`config.mk`:
```
export PLATFORM = sky130hd
export DESIGN_NAME = seq_playback_ctrl
export DESIGN_NICKNAME = d
export VERILOG_FILES = /design/src/rtl/seq_playback_ctrl.sv
export SDC_FILE = /design/constraint.sdc
export NUM_CORES = 1
export LEC_CHECK = 0
export CAP_MARGIN = 20
export CORE_MARGIN = 3
export CORE_UTILIZATION = 40
export CTS_BUF_LIST = sky130_fd_sc_hd__clkbuf_16
export DETAILED_ROUTE_END_ITERATION = 8
export PLACE_DENSITY = 0.74
export SYNTH_ARGS = -nofsm -noshare
export SYNTH_HDL_FRONTEND = slang
export SYNTH_SLANG_ARGS = --single-unit
```
`constraint.sdc`:
```
create_clock -name clk -period 5.3 [get_ports clk]
set_input_delay 0.53 -clock clk [delete_from_list [all_inputs] [get_ports clk]]
set_output_delay 0.53 -clock clk [all_outputs]
set_load 0.02 [all_outputs]
```
`src/rtl/seq_playback_ctrl.sv`:
```
// seq_playback_ctrl: plays the stored colour sequence onto the four key LEDs with ON/GAP tick pacing
//   clk, rst        system clock, synchronous active-high reset
//   tick            clock-divider enable pulse that paces the ON and GAP phases
//   start, len      playback request and entry count (clamped to MAX_LEN), sampled only in IDLE
//   abort           cancels playback on the next edge without a done pulse
//   mem_addr        sequence store read address
//   mem_data        store output, valid one clk after mem_addr changes
//   key_leds        one-hot colour while an entry is shown, dark otherwise
//   busy, done      playback active; one-cycle completion pulse
//   step            index of the entry being fetched or shown
module seq_playback_ctrl #(
    parameter int MAX_LEN   = 100,
    parameter int ADDR_W    = 7,
    parameter int ON_TICKS  = 32,
    parameter int GAP_TICKS = 8,
    parameter int CNT_W     = 8
) (
    input  logic              clk,
    input  logic              rst,
    input  logic              tick,
    input  logic              start,
    input  logic [7:0]        len,
    input  logic              abort,
    output logic [ADDR_W-1:0] mem_addr,
    input  logic [1:0]        mem_data,
    output logic [3:0]        key_leds,
    output logic              busy,
    output logic              done,
    output logic [ADDR_W-1:0] step
);
    typedef enum logic [2:0] {S_IDLE, S_FETCH, S_WAIT, S_SHOW, S_GAP, S_FINISH} state_t;

    state_t            state_q, state_d;
    logic [7:0]        len_q, len_d, len_clamp, step_nx;
    logic [ADDR_W-1:0] step_q, step_d, mem_addr_q, mem_addr_d;
    logic [3:0]        key_leds_q, key_leds_d;
    logic              busy_q, busy_d, done_q, done_d;
    logic [CNT_W-1:0]  cnt_q, cnt_d;

    assign len_clamp = (len > 8'(MAX_LEN)) ? 8'(MAX_LEN) : len;
    assign step_nx   = 8'(step_q) + 8'd1;

    always_comb begin
        state_d    = state_q;
        len_d      = len_q;
        step_d     = step_q;
        mem_addr_d = mem_addr_q;
        key_leds_d = key_leds_q;
        busy_d     = busy_q;
        done_d     = 1'b0;
        cnt_d      = cnt_q;
        if (abort) begin
            state_d    = S_IDLE;
            step_d     = '0;
            mem_addr_d = '0;
            key_leds_d = '0;
            busy_d     = 1'b0;
            cnt_d      = '0;
        end else begin
            case (state_q)
                S_IDLE: if (start) begin
                    len_d      = len_clamp;
                    step_d     = '0;
                    mem_addr_d = '0;
                    busy_d     = 1'b1;
                    cnt_d      = '0;
                    state_d    = (len_clamp == 8'd0) ? S_FINISH : S_FETCH;
                end
                S_FETCH: begin
                    mem_addr_d = step_q;
                    state_d    = S_WAIT;
                end
                S_WAIT: begin
                    key_leds_d = 4'b0001 << mem_data;
                    cnt_d      = '0;
                    state_d    = S_SHOW;
                end
                S_SHOW: if (tick) begin
                    if (cnt_q == CNT_W'(ON_TICKS - 1)) begin
                        key_leds_d = '0;
                        cnt_d      = '0;
                        state_d    = S_GAP;
                    end else begin
                        cnt_d = cnt_q + CNT_W'(1);
                    end
                end
                S_GAP: if (tick) begin
                    if (cnt_q == CNT_W'(GAP_TICKS - 1)) begin
                        cnt_d = '0;
                        if (step_nx == len_q) begin
                            state_d = S_FINISH;
                        end else begin
                            // Address moves with step so the store has a full clk before WAIT samples it.
                            step_d     = step_nx[ADDR_W-1:0];
                            mem_addr_d = step_nx[ADDR_W-1:0];
                            state_d    = S_FETCH;
                        end
                    end else begin
                        cnt_d = cnt_q + CNT_W'(1);
                    end
                end
                S_FINISH: begin
                    done_d  = 1'b1;
                    busy_d  = 1'b0;
                    state_d = S_IDLE;
                end
                default: state_d = S_IDLE;
            endcase
        end
    end

    always_ff @(posedge clk) begin
        if (rst) begin
            state_q    <= S_IDLE;
            len_q      <= '0;
            step_q     <= '0;
            mem_addr_q <= '0;
            key_leds_q <= '0;
            busy_q     <= 1'b0;
            done_q     <= 1'b0;
            cnt_q      <= '0;
        end else begin
            state_q    <= state_d;
            len_q      <= len_d;
            step_q     <= step_d;
            mem_addr_q <= mem_addr_d;
            key_leds_q <= key_leds_d;
            busy_q     <= busy_d;
            done_q     <= done_d;
            cnt_q      <= cnt_d;
        end
    end

    assign mem_addr = mem_addr_q;
    assign key_leds = key_leds_q;
    assign busy     = busy_q;
    assign done     = done_q;
    assign step     = step_q;
endmodule

```
==> results.yml <==
hold_path:
  hold_path_class: "reg2reg"
  whs_path_depth: 2
  hp-start: "key_leds[3]"
  hold-path-endpoint: "key_leds[3]"
grt:
  overflow: 0
  antenna_found_initial: 0
  grt_max_degree: 22
  grt.total_usage: 0.174
  grt_pass1_wl_mm: 8.76
  grt_pass1_vias: 1909
route:
  drt_first_iter_violations: 271
  drc: 0
  ant_nets: 0
  wirelength_mm: 5.00
  firstDrtPassIters: 4
  post_drt_wl_per_cell_um: 13.8
  highest_layer: "met4"
  wl_met3_um: 347
  met1_length_mm: 2.30
  viasPerCell: 5.70
  vias: 2062
  route.met2.wl_mm: 2.27
placed_design:
  pre_cts_slack_ps: 2330
  placed_area_um2: 2510
  io_buffers: 34
  hpwl_mm: 3.61
  gp_congestion: 0.905
  dp_cells: 355
synth:
  synth_nets: 284
  syn_inst: 267
  yosys_warnings: 0
  yosys-top-cells-count: "nor2_1 (42), dfxtp_1 (39), a21oi_1 (20)"
  yosys.area.top_type: "dfxtp_1"
  yosysTopAreaCellShare: 0.363
  ys_ff_latch: 39
  syn_area_um2: 2150
  yosysMostFrequentCell: "nor2_1"
  synthTopCellsByArea: "dfxtp_1 (36%), nor2_1 (7.3%), a21oi_1 (4.6%)"
  yosysSeqAreaShare: 0.363
  synth-edff-count: 0
  postSynth.asyncResetShare: 0
  ys.flop_type: "dfxtp_1"
  ys_types: 50
  syn_avg_cell_area_um2: 8.06
power_and_ir_drop:
  ir_drop_mv: 0.124
  p_leak_nw: 0.907
  p_per_area_nw_per_um2: 288
floorplanning:
  core_um2: 5170
  rows: 26
  fp.dieH_um: 79.4
  io_pins: 35
  die_w_um: 79.4
  die_area_um2: 6300
  initial_core_util: 0.416
clock_tree:
  post_cts_buffers: 0
  cts_resized: 0
  clockBufferDepth: 2
  cts_tree: "built"
  clock_latency_ps: 280
  cts.reportedPaths.clkPinSlew_ps: 50
  htree_num_levels: 2
  numCtsBuffers: 5
  holdBufCountCts: 0
  cts_root_buf: "clkbuf_16"
  clock_sinks: 39
worst_setup_path:
  start_kind: "flip-flop"
  critPathMaxStageDelay_ps: 600
  ff2ff_path_depth: 8
  regToRegSetupSlack_ps: 2490
  path_class: "reg2reg"
  required_ps: 5490
  cp-end-kind: "flip-flop"
  path_delay_family: "simple AND/OR/NAND/NOR gates"
  slowest_stage: "or4b_1"
  crit_arrival_ps: 3000
  crit-reg2reg-capture: "mem_addr[3]"
  path_cells: "ha_1 -> nand4_1 -> o211ai_1 -> or4b_1 -> nor3_4 -> o21a_4 -> nor2_1 -> a211oi_1"
  path_max_fanout: 14
  r2r_start: "cnt_q[0]"
  critPathBufInv: 0
timing:
  finalCritPeriodShare: 0.531
  worst_slew_pin_slew_ps: 729
  fmax_mhz: 356
  holdWs_ps: 459
  fin_skew_ps: 3.09
  timing.final.ws_setup_ps: 2490
  setup_tns_ps: 0
  rsz0062_at_grt: "no"
  hold_viol_final: 0
  slew_headroom: 0.514
  setup_viol: 0
  drv_slew: 0
  post-route-min-period_ps: 2810
final_layout:
  layout.nets: 309
  fillers: 483
  multi_input_area_um2: 1280
  antenna_cells: 0
  stdcell_count: 362
  area_growth_pct: 23.8
  design_area_um2: 2670
  regArea_um2: 781
  drive_gt1_frac: 0.0616
run_status:
  status: "completed"
run:
  cap_viol_max_count: 0
==> power by group <==
| part | total (mW) | switching (mW) | internal (mW) |
|---|---|---|---|
| combinational | 0.120 | 0.0684 | 0.0520 |
| clock | 0.330 | 0.113 | 0.218 |
| sequential | 0.316 | 0.0130 | 0.303 |
| total | 0.767 | 0.194 | 0.573 |
==> area by class of cell <==
| type | instances | area share |
|---|---|---|
| clock buffer | 5 | 0.0469 |
| clock inverter | 2 | 0.0127 |
| inverter | 3 | 0.00422 |
| multi-input combinational | 208 | 0.480 |
| sequential | 39 | 0.293 |
| tap | 70 | 0.0328 |
| timing repair buffer | 35 | 0.130 |
==> cells by family after synthesis <==
kind of cell	Yosys count	share of synthesized area
AOI/OAI and AO/OA	63	0.202
xor gates and xnor gates	15	0.0674
adders and majority gates	2	0.0116
buffers and inverters	20	0.0430
DFF	39	0.363
muxes	1	0.00465
and+or+nand+nor	127	0.309
==> per-layer routing <==
metal	global-route usage	vias up
met5	0	-
met4	0.0704	0
met3	0.0406	9
met2	0.273	70
met1	0.230	953
li1	-	1030
==> metrics by stage <==
stage	power, mW	util
after floorplan	0.411	-
after global placement	0.439	0.485
after detailed placement	0.442	0.485
after CTS	0.771	0.515
after global routing	0.799	0.515
final	0.767	0.515
==> placed cells by master, fill, tap and decap left out, types with 5 or more instances in the layout <==
cell type        synthesis  final
xor2_1                   5      5
nand2_1                 14     14
a211oi_1                 7      7
a21oi_1                 20     20
dfxtp_1                 39     39
o21ai_0                 11     11
nand3_1                 19     19
a22oi_1                  9      9
nand2b_1                 6      6
nand4_1                  6      6
nor2_1                  42     42
xnor2_1                  9      9
clkbuf_16                0      5
nor3_1                  10     10
clkdlybuf4s50_1          0     34
==> state kept, by name, indices dropped and copies added, names as in the netlist <==
register,cells
mem_addr,7
done,1
len_q,8
cnt_q,8
busy,1
step,7
key_leds,4
state_q,3
==> worst register-to-register path, cell delays in order, from the launching register on <==
cell	delay [ps]
dfxtp_1	390
ha_1	270
nand4_1	190
o211ai_1	320
or4b_1	600
nor3_4	370
o21a_4	310
nor2_1	70
a211oi_1	210
==> worst max-delay path by stage <==
stage          slack [ps]  startpoint           to  cells past startpoint
2_1_floorplan        2770    cnt_q[5]  mem_addr[6]                      9
3_3_place_gp         2460        tick  mem_addr[2]                      8
3_5_place_dp         2330       start  mem_addr[2]                      8
4_1_cts              2500    cnt_q[0]  mem_addr[2]                      8
5_1_grt              2220    cnt_q[0]  mem_addr[3]                      8
6_report             2490    cnt_q[0]  mem_addr[3]                      8
Note: power is estimated with default switching activity, not from simulation.
